==> src/rtl/sequenciador_de_instrucao.sv <==
// Multi-cycle instruction sequencer: fetches a 9-bit word over req/ready, then walks the PH1..PH3 phases.
// Optional retired-instruction counter is built only when INSTR_COUNTER_EN is defined.
module sequenciador_de_instrucao #(
    parameter int PC_WIDTH      = 8,
    parameter int FETCH_TIMEOUT = 15,
    parameter int CNT_WIDTH     = 16
) (
    input  logic                 clock,
    input  logic                 resetn,
    input  logic                 run,
    input  logic                 step,
    input  logic [PC_WIDTH-1:0]  pc,
    output logic [PC_WIDTH-1:0]  mem_addr,
    output logic                 mem_req,
    input  logic                 mem_ready,
    input  logic [8:0]           mem_data,
    output logic [8:0]           iin,
    output logic [1:0]           counter,
    output logic                 busy,
    output logic                 halted,
    output logic                 fault,
    output logic [CNT_WIDTH-1:0] instr_count
);

    // Fetch handshake: mem_req rises on entry to FETCH and stays high until the cycle
    // in which mem_ready is sampled high (word accepted) or the timeout expires.
    typedef enum logic [2:0] {
        S_IDLE,
        S_FETCH,
        S_PH1,
        S_PH2,
        S_PH3,
        S_HALT,
        S_ERROR
    } state_t;

    localparam logic [7:0] TMO_LIM = 8'(FETCH_TIMEOUT);
    localparam logic [2:0] OP_HLT  = 3'b011;

    state_t     state;
    logic [7:0] tmo_cnt;
    logic       step_q;
    logic       step_edge;

    assign step_edge = step & ~step_q;

    always_ff @(posedge clock or negedge resetn) begin
        if (!resetn) begin
            state    <= S_IDLE;
            counter  <= 2'b00;
            iin      <= 9'h000;
            mem_req  <= 1'b0;
            mem_addr <= '0;
            busy     <= 1'b0;
            halted   <= 1'b0;
            fault    <= 1'b0;
            tmo_cnt  <= 8'd0;
            step_q   <= 1'b0;
        end else begin
            step_q <= step;
            case (state)
                S_IDLE: begin
                    if (run || step_edge) begin
                        state    <= S_FETCH;
                        mem_addr <= pc;
                        mem_req  <= 1'b1;
                        tmo_cnt  <= 8'd0;
                        busy     <= 1'b1;
                    end
                end
                S_FETCH: begin
                    if (mem_ready) begin
                        iin     <= mem_data;
                        mem_req <= 1'b0;
                        counter <= 2'b01;
                        state   <= S_PH1;
                    end else if (tmo_cnt + 8'd1 == TMO_LIM) begin
                        mem_req <= 1'b0;
                        fault   <= 1'b1;
                        busy    <= 1'b0;
                        state   <= S_ERROR;
                    end else begin
                        tmo_cnt <= tmo_cnt + 8'd1;
                    end
                end
                S_PH1: begin
                    // HLT stops here so the PC write in PH2/PH3 never happens.
                    if (iin[8:6] == OP_HLT) begin
                        counter <= 2'b00;
                        busy    <= 1'b0;
                        halted  <= 1'b1;
                        state   <= S_HALT;
                    end else begin
                        counter <= 2'b10;
                        state   <= S_PH2;
                    end
                end
                S_PH2: begin
                    counter <= 2'b11;
                    state   <= S_PH3;
                end
                S_PH3: begin
                    counter <= 2'b00;
                    if (run) begin
                        state    <= S_FETCH;
                        mem_addr <= pc;
                        mem_req  <= 1'b1;
                        tmo_cnt  <= 8'd0;
                    end else begin
                        busy  <= 1'b0;
                        state <= S_IDLE;
                    end
                end
                S_HALT: begin
                    halted <= 1'b1;
                end
                S_ERROR: begin
                    fault <= 1'b1;
                end
                default: begin
                    state   <= S_IDLE;
                    counter <= 2'b00;
                    mem_req <= 1'b0;
                    busy    <= 1'b0;
                end
            endcase
        end
    end

`ifdef INSTR_COUNTER_EN
    logic [CNT_WIDTH-1:0] retired;

    always_ff @(posedge clock or negedge resetn) begin
        if (!resetn) begin
            retired <= '0;
        end else if (state == S_PH3 && retired != '1) begin
            retired <= retired + 1'b1;
        end
    end

    assign instr_count = retired;
`else
    assign instr_count = '0;
`endif

endmodule

==> config.mk <==
export PLATFORM = sky130hd
export DESIGN_NAME = sequenciador_de_instrucao
export DESIGN_NICKNAME = d
export VERILOG_FILES = /design/src/rtl/sequenciador_de_instrucao.sv
export SDC_FILE = /design/constraint.sdc
export NUM_CORES = 1
export LEC_CHECK = 0
export CORE_ASPECT_RATIO = 1.2
export CORE_UTILIZATION = 47
export DETAILED_ROUTE_END_ITERATION = 10
export MAX_ROUTING_LAYER = met4
export PLACE_DENSITY_LB_ADDON = 0.1
export SLEW_MARGIN = 20
export SYNTH_ARGS = -nofsm -noshare
export SYNTH_HDL_FRONTEND = slang
export SYNTH_SLANG_ARGS = --single-unit
==> constraint.sdc <==
create_clock -name clock -period 2.6 [get_ports clock]
set_input_delay 0.39 -clock clock [delete_from_list [all_inputs] [get_ports clock]]
set_output_delay 0.39 -clock clock [all_outputs]
set_load 0.05 [all_outputs]
# --- Word-level counts from Yosys, hierarchy flattened ---
# Cells that the tools add are included.
word_totals:
  ff_bits: 35
  wordCells: 84
  inputBits: 22
  out_inout_bits: 39
op_classes:
  bitwise_logic: 6
  n_reduce_logical: 19
  n_eq_ne: 17
  addsub: 1
  mux: 31
ops:
  columns: ["operator", "n"]
  rows:
  - ["$mux W8", 6]
  - ["$pmux W8 S3", 1]
  - ["$pmux W3 S6", 1]
  - ["$ne A2 B2 Y1 const B", 8]
  - ["$pmux W8 S2", 1]
  - ["$mux W3", 4]
  - ["$mux W1", 11]
  - ["$eq A3 B2 Y1 const B", 3]
  - ["$eq A3 B3 Y1 const B", 3]
  - ["$reduce_and A3 Y1", 3]
  - ["$add A8 B1 Y8 const B", 1]
  - ["$eq A8 B4 Y1 const B", 1]
  - ["$pmux W2 S4", 1]
  - ["$reduce_and A2 Y1", 3]
  - ["$reduce_and A6 Y1", 1]
  - ["$reduce_bool A2 Y1", 3]
  - ["$reduce_or A3 Y1", 2]
  - ["$not A1 Y1", 5]
  - ["$pmux W1 S5", 1]
  - ["$reduce_and A5 Y1", 1]
  - ["$mux W2", 2]
  - ["$pmux W1 S2", 2]
  - ["$pmux W1 S4", 1]
  - ["$reduce_and A4 Y1", 1]
  - ["other kinds (8)", 8]

# --- Depth between registers and ports, before layout ---
logic_depth:
  word_depth: 5
  depth_mapped: 7
  depth_no_buf: 6

# --- Least setup slack after synthesis ---
# Ideal clock, no wire load.
synth_path:
  path_kind: "reg2reg"
  from: "reg tmo_cnt[0]"
  to: "reg state[1]"
  arrival_time_ns: 1.798
  stages_incl_launch_ff: 7
  period_less_slack_ns: 1.920
  setup_time_ns: 0.122
  setup_slack_ns: 0.680
  path_cell_list: "dfrtp_1 -> ha_1 -> and3_4 -> mux2_4 -> a21oi_4 -> o21ai_2 -> a32o_1"
synth_between:
  elab_chain_cells: 4
synth_lines:
  columns: ["item", "line_no", "rtl"]
  rows:
  - ["from (decl)", "41", "logic [7:0] tmo_cnt;"]
  - ["from (signal assigned)", "83", "tmo_cnt <= tmo_cnt + 8'd1;"]
  - ["$add A8 B1 Y8", "77", "end else if (tmo_cnt + 8'd1 == TMO_LIM) begin"]
  - ["$eq A8 B4 Y1", "77", null]
  - ["$ne A3 B3 Y1 (no line)", null, null]
  - ["$reduce_and A3 Y1 (no line)", null, null]
  - ["to (signal assigned)", "76", "state <= S_PH1;"]
  - ["to (signal assigned)", "81", "state <= S_ERROR;"]
  - ["to (signal assigned)", "92", "state <= S_HALT;"]
  - ["to (decl)", "40", "state_t state;"]
# Every way passes these cells.
# A chain may end at the register's enable or synchronous reset.

# --- Final worst setup path ---
# Ends and elaborated chain as after synthesis.

==> flow_summary.toml <==
[routing]
drc = 0
drtAntennaViolNets = 0
vias = 1581
vias_per_cell = 5.40
wl_um = 4290
drtIter0Drc = 69
wl_per_cell_um = 14.7
drtPass1Iterations = 4

[synthesis]
synthArstFlopShare = 1.00
synth_cell_types = 52
synthFlopType = "dfrtp_1"
synth_edf_count = 0
ys_seq_elements = 35
seq_area_frac_synth = 0.441
postSynthCellCount = 194
syn_area_um2 = 1990
synth_top_area_share = 0.441
yosysMostFrequentCell = "dfrtp_1"
synth_area_leader_cell = "dfrtp_1"
synth_area_per_cell_um2 = 10.2
yosys-top-cells-count = "dfrtp_1 (35), mux2_2 (17), buf_4 (16)"
synth_area_leaders = "dfrtp_1 (44%), mux2_2 (9.6%), buf_4 (6.0%), nor2_1 (2.8%), o21ai_0 (2.3%)"
synth_warnings = 0

[worst_setup_path]
worstSetupPathType = "flop to flop"
reg2reg_slack_ns = 0.48
arrival_ns = 2.31
critical_path.max_fanout = 10
reg2reg_to = "state[1]"
cp-start-kind = "flop"
worst-endpoint-required_ns = 2.79
cp-end-kind = "flop"
rr_startpoint = "tmo_cnt[0]"
reg2reg_depth = 6

[floorplan]
start_util = 0.496
dieArea_um2 = 4490
num_rows = 25
die_w_um = 61.4
core_region_area_um2 = 4000
ios = 61
dieHeight_um = 73.2

[place]
place_congestion = 0.869
dp_hpwl_um = 3130
post-place-ws_ns = 0.436
io_buffers = 44

[cells_and_area]
nets = 262
drive_gt1_frac = 0.163
area_delta_synth_final_pct = 28.0
n_antenna_cell = 0
fin_util = 0.635

[cts]
cts_resized = 0
clk_pin_slew_ns = 0.08
ctsHtreeMaxLevel = 2
clock_latency_ns = 0.29
cts_tree = "built"
clock-sinks = 35
holdBufCountCts = 0
clockBufferDepth = 2
post_cts_buffers = 0
clockRootBuffer = "clkbuf_8"
cts_buffers = 5

[timing]
hold_viol = 0
finalClockSkew_ns = 0.00801
fin_ws_ns = 0.481
setup_viol = 0
finalCriticalPeriod_ns = 2.12
grt_setup_unrepaired = "no"
tightest_slew_ns = 0.703
finalCritPeriodShare = 0.815
max_freq_ghz = 0.472
timing.slew.headroom = 0.528
finalSetupTns_ns = 0
slew_viol_final = 0

[power_and_ir_drop]
pwr_density_cell_nw_per_um2 = 1290
leakage_nw = 1.05
power_w = 0.00328
peakVddDrop_mv = 0.811

[worst_hold_path]
hold_end = "fault"
hold_path_class = "flop to flop"
hold_path_depth = 2
hp-start = "fault"

[grt]
grt_pass1_vias = 1581
grt_pass1_wl_um = 7290
grt_max_degree = 36
track_usage = 0.225
antenna_found_initial = 0
gr-total-overflow = 0

[status]
status = "complete, no violations"

[run]
cap_violations = 0
-- cell families (layout without fill, tap and decap cells) --
family | count (synthesis) | after routing | share of synthesized area
other | 1 | 16 | 0.00189
multiplexers | 19 | 19 | 0.109
buffers and inverters | 36 | 66 | 0.105
XOR/XNOR | 1 | 1 | 0.00441
flip-flops | 35 | 35 | 0.441
AO/OA/AOI/OAI | 50 | 50 | 0.185
adder cells (fa/ha/maj) | 2 | 2 | 0.0126
AND/OR/NAND/NOR | 50 | 50 | 0.142
-- worst max-delay path, cell delays in order, from the launching register on --
cell and delay (ns):
dfrtp_1 0.46, ha_1 0.27, and3_4 0.22, mux2_4 0.32, a21oi_4 0.30, o21ai_2 0.15
a32o_1 0.28
-- registers in the layout (all words and copies together) (netlist names) --
name / flops
fault: 1
busy: 1
step_q: 1
tmo_cnt: 8
mem_req: 1
iin: 9
counter: 2
halted: 1
state: 3
mem_addr: 8
-- layout by cell type (no fill, tap or decap), drive strengths merged, types with 4 or more instances in the layout --
cell           netlist  final
nor2                15     15
conb                 1     16
clkbuf               3      5
a31oi                4      4
o211ai               4      4
o21ai               16     16
a21oi                6      6
nand3                6      6
inv                 10     10
dfrtp               35     35
nand2                7      7
clkdlybuf4s50        0     44
and3                 4      4
mux2                18     18
nor3                 6      6
o221ai               5      5
-- worst max path at each step --
stage                    start          end  slack (ns)  cells after the start
finish              tmo_cnt[0]     state[1]        0.48                      6
floorplan           tmo_cnt[0]     state[1]        0.68                      6
CTS                 tmo_cnt[1]     state[1]        0.47                      6
global placement          step  mem_addr[0]        0.48                      4
detailed placement        step  mem_addr[7]        0.44                      4
global route        tmo_cnt[1]     state[1]        0.36                      6
-- report_power, final --
| group | internal, W | total [W] | switching [W] |
|---|---|---|---|
| clock network | 0.000382 | 0.000592 | 0.000210 |
| logic | 0.000645 | 0.00171 | 0.00107 |
| registers | 0.000752 | 0.000976 | 0.000223 |
-- cell type report --
cell class,count,area (µm²)
Fill cell,360,1460
Multi-Input combinational cell,138,960
Sequential cell,35,876
Timing Repair Buffer,47,463
Clock buffer,5,68.8
Clock inverter,3,67.6
Tap cell,54,67.6
Inverter,11,41.3
-- per-stage QoR --
step / hold slack (ns) / cells / area (µm²)
after CTS: 0.494 / 293 / 2540
final: 0.485 / 293 / 2540
after global routing: 0.522 / 293 / 2540
after floorplan: 0.0944 / 209 / 2040
after detailed placement: 0.458 / 285 / 2410
after global placement: 0.459 / 285 / 2410
-- routing by layer --
metal | GRT usage | vias up | wire [µm] | part of all wire
met4 | 0.106 | 0 | 93 | 0.022
met1 | 0.275 | 753 | 1840 | 0.43
met2 | 0.350 | 61 | 2120 | 0.49
met3 | 0.0461 | 9 | 243 | 0.057
met5 | - | - | 0 | 0
li1 | - | 758 | - | -
No activity file was read; power rests on OpenSTA's default activity.
